`src/rtl/cnn_pkg.sv`:
```
// rtl/cnn_pkg.sv - shared CNN layer constants, sizing helpers and conv sequencer state type
// Purpose: layer constants used as defaults by the convolution stage, helpers
//          that derive output edge length and address widths, and the
//          state enum for the conv sequencer FSM.
// Ports:   none (package).
package cnn_pkg;

    localparam int conv_input_size  = 28;
    localparam int conv_filter_size = 7;
    localparam int conv_num_filters = 16;
    localparam int conv_stride      = 2;
    localparam int pooling_size     = 2;

    typedef enum logic [2:0] {
        IDLE  = 3'd0,
        RUN   = 3'd1,
        DRAIN = 3'd2,
        WRITE = 3'd3,
        DONE  = 3'd4
    } conv_seq_state_t;

    // Output edge length of a valid (unpadded) strided convolution.
    function automatic int conv_out_size(input int in_size, input int filt, input int stride);
        return (in_size - filt) / stride + 1;
    endfunction

    // Bits needed to index n items; never narrower than one bit.
    function automatic int cnn_width(input int n);
        return (n < 2) ? 1 : $clog2(n);
    endfunction

endpackage

```
`src/rtl/conv_addr_gen.sv`:
```
// rtl/conv_addr_gen.sv - nested tap/window counters and memory address arithmetic for the conv sequencer
// Purpose: holds the kx, ky, c, r, f counters (kx fastest) and derives the
//          input-feature, weight and output addresses from them.
// Ports:   clk, rstb        clock, async active-low reset
//          clear_i          zero every counter
//          step_tap_i       advance kx/ky (wraps ky/kx back to 0 after the last tap)
//          step_win_i       advance c/r/f (wraps to 0 after the last window)
//          first_tap_o      current tap is kx=ky=0
//          last_tap_o       current tap is kx=ky=FILTER_SIZE-1
//          last_win_o       current window is f=NUM_FILTERS-1, r=c=OUT_SIZE-1
//          in_addr_o        (r*STRIDE+ky)*INPUT_SIZE + c*STRIDE + kx
//          w_addr_o         f*TAPS + ky*FILTER_SIZE + kx
//          out_addr_o       f*OUT_SIZE^2 + r*OUT_SIZE + c
module conv_addr_gen
    import cnn_pkg::*;
#(
    parameter int INPUT_SIZE  = conv_input_size,
    parameter int FILTER_SIZE = conv_filter_size,
    parameter int NUM_FILTERS = conv_num_filters,
    parameter int STRIDE      = conv_stride,
    localparam int OUT_SIZE   = conv_out_size(INPUT_SIZE, FILTER_SIZE, STRIDE),
    localparam int TAPS       = FILTER_SIZE * FILTER_SIZE,
    localparam int IN_AW      = cnn_width(INPUT_SIZE * INPUT_SIZE),
    localparam int W_AW       = cnn_width(NUM_FILTERS * TAPS),
    localparam int OUT_AW     = cnn_width(NUM_FILTERS * OUT_SIZE * OUT_SIZE)
) (
    input  logic              clk,
    input  logic              rstb,
    input  logic              clear_i,
    input  logic              step_tap_i,
    input  logic              step_win_i,
    output logic              first_tap_o,
    output logic              last_tap_o,
    output logic              last_win_o,
    output logic [IN_AW-1:0]  in_addr_o,
    output logic [W_AW-1:0]   w_addr_o,
    output logic [OUT_AW-1:0] out_addr_o
);

    localparam int KW = cnn_width(FILTER_SIZE);
    localparam int PW = cnn_width(OUT_SIZE);
    localparam int FW = cnn_width(NUM_FILTERS);

    localparam logic [KW-1:0] K_MAX = KW'(FILTER_SIZE - 1);
    localparam logic [PW-1:0] P_MAX = PW'(OUT_SIZE - 1);
    localparam logic [FW-1:0] F_MAX = FW'(NUM_FILTERS - 1);

    logic [KW-1:0] kx_q, kx_d, ky_q, ky_d;
    logic [PW-1:0] c_q, c_d, r_q, r_d;
    logic [FW-1:0] f_q, f_d;

    always_comb begin
        kx_d = kx_q;
        ky_d = ky_q;
        c_d  = c_q;
        r_d  = r_q;
        f_d  = f_q;
        if (clear_i) begin
            kx_d = '0;
            ky_d = '0;
            c_d  = '0;
            r_d  = '0;
            f_d  = '0;
        end else if (step_tap_i) begin
            if (kx_q == K_MAX) begin
                kx_d = '0;
                ky_d = (ky_q == K_MAX) ? '0 : ky_q + 1'b1;
            end else begin
                kx_d = kx_q + 1'b1;
            end
        end else if (step_win_i) begin
            if (c_q == P_MAX) begin
                c_d = '0;
                if (r_q == P_MAX) begin
                    r_d = '0;
                    f_d = (f_q == F_MAX) ? '0 : f_q + 1'b1;
                end else begin
                    r_d = r_q + 1'b1;
                end
            end else begin
                c_d = c_q + 1'b1;
            end
        end
    end

    always_ff @(posedge clk or negedge rstb) begin
        if (!rstb) begin
            kx_q <= '0;
            ky_q <= '0;
            c_q  <= '0;
            r_q  <= '0;
            f_q  <= '0;
        end else begin
            kx_q <= kx_d;
            ky_q <= ky_d;
            c_q  <= c_d;
            r_q  <= r_d;
            f_q  <= f_d;
        end
    end

    assign first_tap_o = (kx_q == '0) && (ky_q == '0);
    assign last_tap_o  = (kx_q == K_MAX) && (ky_q == K_MAX);
    assign last_win_o  = (c_q == P_MAX) && (r_q == P_MAX) && (f_q == F_MAX);

    // Only constant multiplies on registered counters.
    assign in_addr_o  = IN_AW'((32'(r_q) * STRIDE + 32'(ky_q)) * INPUT_SIZE
                               + 32'(c_q) * STRIDE + 32'(kx_q));
    assign w_addr_o   = W_AW'(32'(f_q) * TAPS + 32'(ky_q) * FILTER_SIZE + 32'(kx_q));
    assign out_addr_o = OUT_AW'(32'(f_q) * (OUT_SIZE * OUT_SIZE) + 32'(r_q) * OUT_SIZE + 32'(c_q));

endmodule

```
`src/rtl/conv_sequencer.sv`:
```
// rtl/conv_sequencer.sv - time-multiplexed convolution sequencer driving one shared MAC
// Purpose: walks every (f, r, c, ky, kx) tap, issues memory reads, delays the
//          MAC strobes by the one-cycle read latency and hands each finished
//          output pixel to the write path with a valid/ready handshake.
// Build option: CONV_SEQ_PERF_CNT_EN adds stall_cycles / pass_cycles counters.
// Ports:   clk, rstb          clock, async active-low reset
//          start              begin a layer pass (sampled in IDLE only)
//          busy, done         pass in progress / one-cycle end-of-layer pulse
//          mem_rd_en          read strobe to input and weight memories
//          in_addr, w_addr    input pixel / weight read addresses
//          mac_en/first/last  MAC strobes aligned with returned read data
//          out_valid/ready    output pixel handshake, out_addr held while valid
//          stall_cycles       (option) WRITE cycles with out_ready low
//          pass_cycles        (option) busy cycles of the last pass
module conv_sequencer
    import cnn_pkg::*;
#(
    parameter int INPUT_SIZE  = conv_input_size,
    parameter int FILTER_SIZE = conv_filter_size,
    parameter int NUM_FILTERS = conv_num_filters,
    parameter int STRIDE      = conv_stride,
    localparam int OUT_SIZE   = conv_out_size(INPUT_SIZE, FILTER_SIZE, STRIDE),
    localparam int TAPS       = FILTER_SIZE * FILTER_SIZE,
    localparam int IN_AW      = cnn_width(INPUT_SIZE * INPUT_SIZE),
    localparam int W_AW       = cnn_width(NUM_FILTERS * TAPS),
    localparam int OUT_AW     = cnn_width(NUM_FILTERS * OUT_SIZE * OUT_SIZE)
) (
    input  logic              clk,
    input  logic              rstb,
    input  logic              start,
    input  logic              out_ready,
    output logic              busy,
    output logic              done,
    output logic              mem_rd_en,
    output logic [IN_AW-1:0]  in_addr,
    output logic [W_AW-1:0]   w_addr,
    output logic              mac_en,
    output logic              mac_first,
    output logic              mac_last,
    output logic              out_valid,
`ifdef CONV_SEQ_PERF_CNT_EN
    output logic [31:0]       stall_cycles,
    output logic [31:0]       pass_cycles,
`endif
    output logic [OUT_AW-1:0] out_addr
);

    conv_seq_state_t state_q, state_d;
    logic clear, step_tap, step_win;
    logic first_tap, last_tap, last_win;
    logic mac_en_q, mac_first_q, mac_last_q;

    conv_addr_gen #(
        .INPUT_SIZE  (INPUT_SIZE),
        .FILTER_SIZE (FILTER_SIZE),
        .NUM_FILTERS (NUM_FILTERS),
        .STRIDE      (STRIDE)
    ) u_addr_gen (
        .clk         (clk),
        .rstb        (rstb),
        .clear_i     (clear),
        .step_tap_i  (step_tap),
        .step_win_i  (step_win),
        .first_tap_o (first_tap),
        .last_tap_o  (last_tap),
        .last_win_o  (last_win),
        .in_addr_o   (in_addr),
        .w_addr_o    (w_addr),
        .out_addr_o  (out_addr)
    );

    always_comb begin
        state_d   = state_q;
        clear     = 1'b0;
        step_tap  = 1'b0;
        step_win  = 1'b0;
        mem_rd_en = 1'b0;
        out_valid = 1'b0;
        done      = 1'b0;
        case (state_q)
            IDLE: begin
                if (start) begin
                    clear   = 1'b1;
                    state_d = RUN;
                end
            end
            RUN: begin
                mem_rd_en = 1'b1;
                step_tap  = 1'b1;
                if (last_tap) state_d = DRAIN;
            end
            // Lets the final tap's read data reach the MAC before the result is offered.
            DRAIN: state_d = WRITE;
            WRITE: begin
                out_valid = 1'b1;
                if (out_ready) begin
                    step_win = 1'b1;
                    state_d  = last_win ? DONE : RUN;
                end
            end
            DONE: begin
                done    = 1'b1;
                state_d = IDLE;
            end
            default: state_d = IDLE;
        endcase
    end

    assign busy = (state_q != IDLE);

    always_ff @(posedge clk or negedge rstb) begin
        if (!rstb) begin
            state_q     <= IDLE;
            mac_en_q    <= 1'b0;
            mac_first_q <= 1'b0;
            mac_last_q  <= 1'b0;
        end else begin
            state_q     <= state_d;
            // One stage matches the fixed one-cycle memory read latency.
            mac_en_q    <= mem_rd_en;
            mac_first_q <= mem_rd_en & first_tap;
            mac_last_q  <= mem_rd_en & last_tap;
        end
    end

    assign mac_en    = mac_en_q;
    assign mac_first = mac_first_q;
    assign mac_last  = mac_last_q;

`ifdef CONV_SEQ_PERF_CNT_EN
    logic [31:0] stall_q, pass_q;

    always_ff @(posedge clk or negedge rstb) begin
        if (!rstb) begin
            stall_q <= '0;
            pass_q  <= '0;
        end else if (state_q == IDLE && start) begin
            stall_q <= '0;
            pass_q  <= '0;
        end else begin
            if (busy && pass_q != '1) pass_q <= pass_q + 32'd1;
            if (state_q == WRITE && !out_ready && stall_q != '1) stall_q <= stall_q + 32'd1;
        end
    end

    assign stall_cycles = stall_q;
    assign pass_cycles  = pass_q;
`endif

endmodule

```
`config.mk`:
```
export PLATFORM = sky130hd
export DESIGN_NAME = conv_sequencer
export DESIGN_NICKNAME = d
export VERILOG_FILES = /design/src/rtl/cnn_pkg.sv /design/src/rtl/conv_addr_gen.sv /design/src/rtl/conv_sequencer.sv
export SDC_FILE = /design/constraint.sdc
export NUM_CORES = 1
export LEC_CHECK = 0
export ABC_AREA = 1
export CORE_MARGIN = 2
export CORE_UTILIZATION = 35
export DETAILED_ROUTE_END_ITERATION = 12
export PLACE_DENSITY = 0.57
export SETUP_SLACK_MARGIN = 0.05
export SYNTH_ARGS = -nofsm -noshare
export SYNTH_HDL_FRONTEND = slang
export SYNTH_SLANG_ARGS = --single-unit
```
`constraint.sdc`:
```
create_clock -name clk -period 5.25 [get_ports clk]
set_clock_uncertainty 0.15 [all_clocks]
set_input_delay 0.7875 -clock clk [delete_from_list [all_inputs] [get_ports clk]]
set_output_delay 0.7875 -clock clk [all_outputs]
set_load 0.01 [all_outputs]
```
Yosys cells after proc, flatten, opt, wreduce, memory -nomap -nowiden:

Index checks and enable logic that the tools add are counted.

* flip-flop bits (word level): 24
* word-level logic and storage cells: 93

* equality and inequality tests: 13
* $mul: 5
* bitwise gates (word level): 2
* reduce and logical (&&, ||, !) cells: 18
* $add $sub $neg: 12
* muxes and demuxes: 34

Operators by type and width (number)
* 4-bit 2-to-1 mux: 15
* 3-bit 2-to-1 mux: 11
* 32-bit by 3-bit multiplier with 8-bit output, second input constant: 1
* 10-bit by 3-bit adder with 10-bit output: 2
* 4-bit by 1-bit adder with 4-bit output, second input constant: 3
* 4-bit == test, second input constant: 3
* 3-bit one-hot mux with 4 select lines: 1
* 11-bit by 4-bit adder with 11-bit output: 1
* 11-bit by 8-bit adder with 11-bit output: 1
* 4-bit by 7-bit multiplier with 11-bit output, second input constant: 1
* 10-bit by 5-bit adder with 10-bit output: 1
* 10-bit by 6-bit adder with 10-bit output: 1
* 4-bit by 6-bit multiplier with 10-bit output, second input constant: 1
* 2-bit nonzero test: 5
* 3-bit == test, second input constant: 3
* 3-bit logical NOT: 3
* 4-bit by 4-bit multiplier with 8-bit output, second input constant: 1
* 1-bit 2-to-1 mux: 7
* 3-bit by 1-bit adder with 3-bit output, second input constant: 2
* 5-bit by 3-bit adder with 6-bit output: 1
* 3-bit by 2-bit == test with 1-bit output, second input constant: 2
* 3-bit by 3-bit multiplier with 6-bit output, second input constant: 1
* 2-bit != test, second input constant: 3
* 3-bit AND reduction: 2
* other kinds (7): 12

Logic depth before layout (Yosys ltp):

Gate-level depths: netlist (run 1).

* depth after elaboration: 7
* mapped depth: 21
* gate-level depth less buffers: 21

Modules after synthesis:

A second synthesis (run 1) with hierarchy kept.

* cell total of the unflattened synthesis: 471
* area total of the unflattened synthesis: 3783.6 um^2

Modules (own cells, without submodules)
* conv_addr_gen: cells an instance 431, area each 3484.6 um^2, sequential area each 450.4 um^2, instances 1
* conv_sequencer: cells an instance 40, area each 299.0 um^2, sequential area each 150.1 um^2, instances 1

Worst setup path before layout (run 1):

Ideal clock, no wire load.

* kind: reg2out
* from: register u_addr_gen.f_q[0]
* to: output out_addr[10]
* arrival: 3.533 ns
* buffers on the path: 0
* stages on the path, launching flop included: 15
* setup slack: 0.780 ns
* cells stage by stage: dfrtp_1 -> inv_1 -> ha_1 -> fa_1 -> fa_1 -> inv_1 -> fa_1 -> inv_1 -> ha_1 -> nand2_1 -> o21ai_0 -> nand4_1 -> nand2_1 -> nand2_1 -> nand2_1

* word-level cells in the longest chain between the ends: 3

RTL lines
* start: declaration: line conv_addr_gen.sv:50 `logic [FW-1:0] f_q, f_d;`
* start signal: assignment: line conv_addr_gen.sv:92 `f_q <= '0;`
* start signal: assignment: line conv_addr_gen.sv:98 `f_q <= f_d;`
* 4-bit by 7-bit multiplier with 11-bit output: line conv_addr_gen.sv:110 `assign out_addr_o = OUT_AW'(32'(f_q) * (OUT_SIZE * OUT_SIZE) + 32'(r_q) * OUT_SIZE + 32'(c_q));`
* 11-bit by 8-bit adder with 11-bit output: line conv_addr_gen.sv:110
* 11-bit by 4-bit adder with 11-bit output: line conv_addr_gen.sv:110
* end: declaration: line conv_sequencer.sv:45 `output logic [OUT_AW-1:0] out_addr`

No other way between the ends.

Worst setup path in the final report (run 1):

* from: register u_addr_gen.f_q[0]
* to: output out_addr[9]

Same word-level chain as after synthesis.

==> results of run 1 <==
## cell type report
class                      count  share of cell area, %
clock buffer                   3                  0.892
tap                          140                   3.78
sequential                    24                   13.1
multi-input combinational    348                   62.0
timing repair buffer          56                   11.4
inverter                     108                   8.84
## cells by family (layout without fill, tap and decap cells)
family,Yosys count,count (layout)
AND/OR/NAND/NOR,173,173
flip-flops,24,24
XOR/XNOR,25,25
AO/OA/AOI/OAI,42,42
buffers and inverters,111,167
adder cells (fa/ha/maj),108,108
## placed cells by master, fill, tap and decap left out, types with 13 or more instances in the layout
| master | Yosys | final |
|---|---|---|
| buf_4 | 1 | 15 |
| a21oi_1 | 14 | 13 |
| xor2_1 | 16 | 16 |
| fa_1 | 30 | 29 |
| ha_1 | 78 | 73 |
| nand2_1 | 94 | 94 |
| o21ai_0 | 15 | 13 |
| nor2_1 | 29 | 29 |
| nand3_1 | 29 | 29 |
| dfrtp_1 | 24 | 19 |
| inv_1 | 103 | 100 |
| clkdlybuf4s50_1 | 0 | 40 |
## routing by layer
| layer | global-route usage (%) | share of wire, % | wire [um] | vias up |
|---|---|---|---|---|
| met5 | 0 | 0 | 0 | - |
| met4 | 0.824 | 0.11 | 8 | 0 |
| met3 | 1.33 | 2.1 | 163 | 2 |
| met2 | 23.8 | 48 | 3620 | 34 |
| met1 | 19.1 | 50 | 3810 | 1478 |
| li1 | - | - | - | 1634 |
## through the flow
stage	utilization, %	hold slack [ps]	cells	area, um^2	setup WS, ps
3_3_place_gp	41.5	427	670	4460	267
2_1_floorplan	-	342	483	3820	780
6_report	43.1	434	679	4630	231
3_5_place_dp	41.5	449	670	4460	243
4_1_cts	41.9	460	673	4500	72.5
5_1_grt	43.1	472	679	4630	36.9
## timing repair
| action | CTS | global route |
|---|---|---|
| resized for setup | 5 | 16 |
| buffers inserted | 0 | 6 |
| pin swaps | 0 | 2 |
| endpoints found under the hold margin | 0 | 0 |
| endpoints found under the setup margin | 3 | 8 |
| gates cloned | 0 | 0 |
## sequential cells by signal (all words and copies together) (netlist names)
| signal | flops |
|---|---|
| mac_en | 1 |
| mac_first | 1 |
| mac_last | 1 |
| state_q | 3 |
| u_addr_gen.c_q | 4 |
| u_addr_gen.f_q | 4 |
| u_addr_gen.kx_q | 3 |
| u_addr_gen.ky_q | 3 |
| u_addr_gen.r_q | 4 |
## worst min-delay path by stage
| stage | start | end | slack (ps) | depth (start not counted) |
|---|---|---|---|---|
| 5_1_grt | u_addr_gen.f_q[0] | u_addr_gen.f_q[0] | 470 | 3 |
| 6_report | u_addr_gen.f_q[0] | u_addr_gen.f_q[0] | 430 | 3 |
| 3_3_place_gp | u_addr_gen.f_q[0] | u_addr_gen.f_q[0] | 430 | 3 |
| 3_5_place_dp | u_addr_gen.f_q[0] | u_addr_gen.f_q[0] | 450 | 3 |
| 4_1_cts | u_addr_gen.f_q[0] | u_addr_gen.f_q[0] | 460 | 3 |
| 2_1_floorplan | rstb | mac_en | 340 | 0 |
## worst max-delay path, stage by stage, from the launching register on
cell and delay, ps:
dfrtp_1 370, buf_4 190, ha_2 240, inv_1 70, fa_1 500, inv_1 40
ha_1 180, or2_2 300, fa_1 570, ha_4 230, inv_1 110, o21ai_0 130
a31oi_2 190, nand3_1 100, nand2_1 80, clkdlybuf4s50_1 530
## cells in the mapped netlist (all sizes together)
master and instances:
a31oi 5, nand3 29, o21bai 1, a21oi 14, o21ai 17, dfrtp 24
or2 1, and3 1, o22ai 2, fa 30, inv 108, nor2 32
nand4 6, nand2 98, nor4 1, nand3b 1, buf 3, a21o 3
nor3 4, xnor2 9, xor2 16, ha 78
==> impl_metrics.yaml, run 1 <==
status:
  status: "finished, final reports clean"
sta:
  tightest_slew_ps: 349
  min_period_ps: 5020
  rsz0062_at_grt: "no"
  slew_headroom_pct: 76.5
  min_period_over_period_pct: 95.6
  hold_viol: 0
  fmax_mhz: 199
  slew_violations: 0
  finalSetupViolations: 0
  tns_ps: 0
synthesis:
  ys_ff_latch: 24
  syn-mean-instance-area_um2: 7.91
  synth_area_um2: 3820
  synthCells: 483
  yosysSeqAreaShare_pct: 15.7
  synth-simple-area-share_pct: 20.1
  synthMuxAreaShare_pct: 0
  synth_top_family_by_area: "adder cells"
  yosysWarningCount: 0
  syn-num-nets: 595
  synth_compound_gate_area_share_pct: 6.09
  synth_xor_area_share_pct: 5.73
  synth_top_area_share_pct: 25.5
  ys_types: 30
  yosys.area.top_type: "ha_1"
  ys_top_cells_by_area: "ha_1 26%, dfrtp_1 16%, fa_1 16%, inv_1 10%, nand2_1 9.2%"
  synthAdderAreaFrac_pct: 41.3
floorplan:
  ios: 42
  die_w_um: 108
  die-area_um2: 11800
  start_util_pct: 35.5
  core_um2: 10700
  die_y_um: 108
  core.rowCount: 38
routing:
  drt-total-wl_mm: 7.61
  first_pass_iters: 4
  drc: 0
  vias_per_cell: 4.64
  via_count: 3148
  wl_per_cell_um: 11.2
  drt_iter0_markers: 121
  drtAntennaViolNets: 0
finish:
  syn_to_final_growth_pct: 21.2
  antenna_cells: 0
  drive_above_1_share_pct: 9.28
  multi_input_area_um2: 2870
  final_nets: 653
  seqCellArea_um2: 607
  num-fill-cells: 1102
critical_path:
  cp-startpoint: "u_addr_gen.f_q[0]"
  end_kind: "primary output"
  worst_setup_path_start_kind: "register"
  reg2reg_setup_slack_ps: 3340
  cp_max_fo: 7
  r2r_start: "u_addr_gen.r_q[0]"
  worstPathRequired_ps: 4310
  endpoint: "out_addr[9]"
  crit_type: "register to primary output"
  cp.arrival_ps: 4080
  r2r-end: "u_addr_gen.f_q[3]"
  r2r_cells: 12
clocking:
  h-tree-depth: 1
  hold_buffers: 0
  cts_made_buffers: 3
  clkSinkCount: 24
  cts_buffer_depth: 2
  clk_pin_slew_ps: 80
  cts-root-buf: "clkbuf_8"
  clk_latency_ps: 260
  cts_tree: "built"
place:
  place.gp.congestion: 0.825
  port-buffer-count: 41
  dpl.hpwl_mm: 6.39
global_route:
  grt_max_degree: 25
  grt_pass1_wl_mm: 13.4
  antenna_found_initial: 0
  track_usage_pct: 13.6
  grt-ovfl-total: 0
  grt_pass1_vias: 3068
hold_path:
  hold_class: "register to register"
job:
  drv_cap: 0
Power of run 1 is not shown: default switching activity piles up to over one toggle a cycle in this logic, so the estimate is an artifact.
==> run 2: changes to the inputs <==
- clock period: 5.25 -> 5.2 ns (I/O delays scaled with it)
==> run 2 against run 1 <==
Against the previous run: utilization up 0.57 points; largest cell class unchanged; highest routed layer unchanged; worst hold slack better by 36 ps; global-route usage grew 0.40 points; critical path depth down 2; routed wire length grew 1.9%; final cell count rose by 0.59%; flip-flop and latch count unchanged; non-clock buffer count increased by 4.
==> impl_metrics.yaml, run 2 (synthesis results as in run 1) <==
routing:
  drt_iter0_markers: 127
  wl_per_cell_um: 11.3
  drt-total-wl_mm: 7.75
  drc: 0
  drtAntennaViolNets: 0
  first_pass_iters: 4
  vias_per_cell: 4.61
  via_count: 3147
hold_path:
  hold_class: "register to register"
global_route:
  grt_max_degree: 25
  grt_pass1_vias: 3108
  grt-ovfl-total: 0
  grt_pass1_wl_mm: 13.7
  track_usage_pct: 14.0
  antenna_found_initial: 0
critical_path:
  end_kind: "primary output"
  cp_num_buf_inv: 2
  worstPathRequired_ps: 4270
  slowest_stage: "fa_2"
  reg2reg_setup_slack_ps: 3300
  crit_type: "register to primary output"
  critical_path.cell_chain: "ha_1, fa_2, buf_4, fa_1, fa_1, ha_1, nand3_1, nand2_1, nand2_1, nor2_1, nand3_1, nand2_1, clkdlybuf4s50_1"
  max_stage_delay_ps: 620
  crit_top_cell: "nand2_1"
  cp_top_family: "adder cells"
  cp.arrival_ps: 4030
  cp_max_fo: 3
  worst_setup_path_start_kind: "register"
sta:
  finalSetupViolations: 0
  min_period_over_period_pct: 95.3
  min_period_ps: 4960
  tightest_slew_ps: 352
  hold_viol: 0
  slew_headroom_pct: 76.3
  rsz0062_at_grt: "no"
  tns_ps: 0
  slew_violations: 0
  fmax_mhz: 202
finish:
  mostFrequentLayoutCells: "102 x inv_1, 94 x nand2_1, 69 x ha_1, 36 x clkdlybuf4s50_1"
  syn_to_final_growth_pct: 22.8
  antenna_cells: 0
  final_nets: 657
  drive_above_1_share_pct: 9.94
  layout_commonest_cell: "inv_1"
  reg_top3: "u_addr_gen.c_q (4), u_addr_gen.f_q (4), u_addr_gen.r_q (4)"
floorplan:
  die_y_um: 108
  start_util_pct: 35.5
  die-area_um2: 11800
  ios: 42
  core_um2: 10700
  core.rowCount: 38
  die_w_um: 108
status:
  status: "finished, final reports clean"
clocking:
  cts-root-buf: "clkbuf_8"
  clk_pin_slew_ps: 80
  clkSinkCount: 24
  clk_latency_ps: 260
  h-tree-depth: 1
  cts_buffer_depth: 2
  cts_tree: "built"
  cts_made_buffers: 3
job:
  drv_cap: 0
place:
  place.gp.congestion: 0.854
  port-buffer-count: 41
  dpl.hpwl_mm: 6.46
run 2: changes by cell type in the layout (fill, tap and decap cells not counted), moves of 2 or more:
cell / previous run / this run
inv_1: 100 / 102
buf_4: 15 / 17
ha_1: 73 / 69
buf_6: 0 / 2
dlymetal6s2s_1: 1 / 5
ha_4: 4 / 6
ha_2: 1 / 3
clkdlybuf4s50_1: 40 / 36
run 2: layout make-up:
cell class / instances / area [um^2]
repair buffers: 60 / 573
fillers: 1110 / 6060
clock buffers: 3 / 41.3
flip-flops and latches: 24 / 607
multi-input cells: 348 / 2890
inverters: 108 / 405
well taps: 140 / 175
run 2: path summary, 6_finish.rpt:
| kind | from | depth (start not counted) | to |
|---|---|---|---|
| worst min register to register | u_addr_gen.f_q[0] | 3 | u_addr_gen.f_q[0] |
| worst max register to register | u_addr_gen.r_q[0] | 12 | u_addr_gen.f_q[3] |
| min in group asynchronous | rstb | 2 | state_q[2] |
| max in group asynchronous | rstb | 2 | u_addr_gen.r_q[3] |
| worst min-delay path | u_addr_gen.f_q[0] | 3 | u_addr_gen.f_q[0] |
| worst max-delay path | u_addr_gen.r_q[0] | 13 | in_addr[9] |
run 2: worst reg2reg max path: cells and delay by family, from the launching register on:
kind | cells | cell delay, ps
adder cells (fa/ha/maj) | 1 | 160
flip-flops | 1 | 420
buffers and inverters | 5 | 450
AND/OR/NAND/NOR | 6 | 630
run 2: repair_timing:
item | CTS | global route
hold buffers | 0 | 0
endpoints found under the setup margin | 3 | 12
gates resized for setup | 6 | 22
pin swaps | 1 | 4
setup buffers | 7 | 4
run 2: per-stage QoR:
stage / area (um^2) / std cells / setup WS (ps) / hold slack [ps] / utilization (%)
2_1_floorplan: 3820 / 483 / 737 / 334 / -
3_3_place_gp: 4450 / 669 / 219 / 432 / 41.4
3_5_place_dp: 4450 / 669 / 156 / 447 / 41.4
4_1_cts: 4550 / 679 / 44.5 / 458 / 42.3
5_1_grt: 4690 / 683 / 54.4 / 494 / 43.6
6_report: 4690 / 683 / 242 / 470 / 43.6
run 2: routing by layer:
metal / global-route usage (%) / share of wire [%] / vias up
li1: - / - / 1641
met1: 19.5 / 50 / 1459
met2: 24.2 / 47 / 45
met3: 1.63 / 2.9 / 2
met4: 1.28 / 0.18 / 0
met5: 0 / 0 / -
Power of run 2 is left out for the same reason.
==> run 3: changes to the inputs <==
- PLACE_DENSITY: 0.57 -> unset
- PLACE_DENSITY_LB_ADDON: unset -> 0.15
- SKIP_LAST_GASP: unset -> 1
==> run 3 against run 2 <==
Against the previous run: register-to-register slack about the same; worst hold slack got worse by 38 ps; first-iteration DRC count decreased by 12%; sequential share of layout area increased by 0.12 points; worst setup slack got worse by 100 ps; maximum frequency decreased by 2.0%; via count decreased by 3.1%; non-clock buffer count decreased by 1; critical path type unchanged; largest cell class unchanged.
==> impl_metrics.yaml, run 3 (synthesis results as in run 1) <==
place:
  place.gp.congestion: 0.775
  port-buffer-count: 41
  dpl.hpwl_mm: 6.33
  post_dp_cell_area_um2: 4460
  dp_cells: 670
sta:
  fmax_mhz: 198
  tns_ps: 0
  slew_headroom_pct: 75.6
  finalSetupViolations: 0
  hold_viol: 0
  slew_violations: 0
  tightest_slew_ps: 362
  min_period_ps: 5060
  rsz0062_at_grt: "yes"
  min_period_over_period_pct: 97.3
critical_path:
  max_stage_delay_ps: 520
  cp.arrival_ps: 4130
  reg2reg_setup_slack_ps: 3310
  cp_num_buf_inv: 5
  cp_max_fo: 5
  worst_setup_path_start_kind: "register"
  crit_type: "register to primary output"
  critical_path.cell_chain: "ha_1, ha_1, inv_1, fa_1, fa_1, inv_1, ha_1, inv_1, fa_1, o21ai_0, buf_4, nand4_1, nand2_1, nand2_1, nand2_1, clkdlybuf4s50_1"
  r2r_start: "u_addr_gen.r_q[1]"
  r2r-end: "u_addr_gen.f_q[3]"
  r2r_cells: 11
  worstPathRequired_ps: 4270
  cp_top_family: "adder cells"
  end_kind: "primary output"
  slowest_stage: "clkdlybuf4s50_1"
finish:
  antenna_cells: 0
  final_cells: 682
  final_util_pct: 43.3
  num-fill-cells: 1110
  reg_top3: "u_addr_gen.c_q (4), u_addr_gen.f_q (4), u_addr_gen.r_q (4)"
  mostFrequentLayoutCells: "101 x inv_1, 94 x nand2_1, 72 x ha_1, 37 x clkdlybuf4s50_1"
  final_cell_area_um2: 4660
  syn_to_final_growth_pct: 21.9
  layout_commonest_cell: "inv_1"
  final_nets: 656
  drive_above_1_share_pct: 9.59
job:
  drv_cap: 0
floorplan:
  core.rowCount: 38
  die_y_um: 108
  ios: 42
  die-area_um2: 11800
  start_util_pct: 35.5
  core_um2: 10700
  die_w_um: 108
routing:
  drt_iter0_markers: 112
  drt-total-wl_mm: 7.56
  via_count: 3049
  first_pass_iters: 4
  wl_per_cell_um: 11.1
  drtAntennaViolNets: 0
  drc: 0
  vias_per_cell: 4.47
hold_path:
  hold_class: "register to register"
  hp-start: "u_addr_gen.f_q[3]"
  whs_endpoint: "u_addr_gen.f_q[3]"
  min_delay_path_depth: 2
status:
  status: "finished, final reports clean"
global_route:
  antenna_found_initial: 0
  track_usage_pct: 13.5
  grt_pass1_wl_mm: 13.0
  grt-ovfl-total: 0
  grt_max_degree: 25
  grt_pass1_vias: 2887
clocking:
  h-tree-depth: 1
  cts_buffer_depth: 2
  cts_made_buffers: 3
  cts-root-buf: "clkbuf_8"
  clk_pin_slew_ps: 80
  clk_latency_ps: 270
  hold_buffers: 0
  cts_tree: "built"
  clkSinkCount: 24
run 3: worst max-delay path by stage:
stage                       startpoint            to  slack (ps)  depth (start not counted)
detailed placement  u_addr_gen.ky_q[1]    in_addr[8]         230                         13
floorplan            u_addr_gen.f_q[0]  out_addr[10]         740                         14
CTS                  u_addr_gen.f_q[0]  out_addr[10]          50                         16
global placement    u_addr_gen.ky_q[1]    in_addr[8]         290                         13
global route         u_addr_gen.r_q[2]  out_addr[10]        -130                         16
finish               u_addr_gen.r_q[2]  out_addr[10]         140                         16
run 3: layout make-up:
class	instances	area [um^2]	share of cell area (%)
inverter	108	405	8.71
multi-input combinational	348	2860	61.5
clock buffer	3	41.3	0.887
timing repair buffer	59	563	12.1
sequential	24	608	13.1
tap	140	175	3.76
run 3: worst min-delay path: stages (launching register included):
cell	delay (ps)
dfrtp_2	430
nand2_1	70
nand2_1	50
run 3: per-stage QoR:
step	hold WS [ps]	worst slack, ps
CTS	472	53.6
global placement	451	295
finish	433	140
floorplan	334	737
global route	469	-127
detailed placement	447	235
run 3: per-layer routing:
layer | up-vias | track usage (%) | share of wire, %
met5 | - | 0 | 0
met3 | 4 | 1.33 | 2.5
met4 | 0 | 1.65 | 0.48
met2 | 37 | 22.5 | 46
li1 | 1641 | - | -
met1 | 1367 | 19.4 | 51
run 3: what timing repair did:
item | CTS | global route
resized for setup | 5 | 20
endpoints found under the setup margin | 3 | 10
pin swaps | 0 | 2
setup buffers | 0 | 9
Power of run 3 is left out for the same reason.
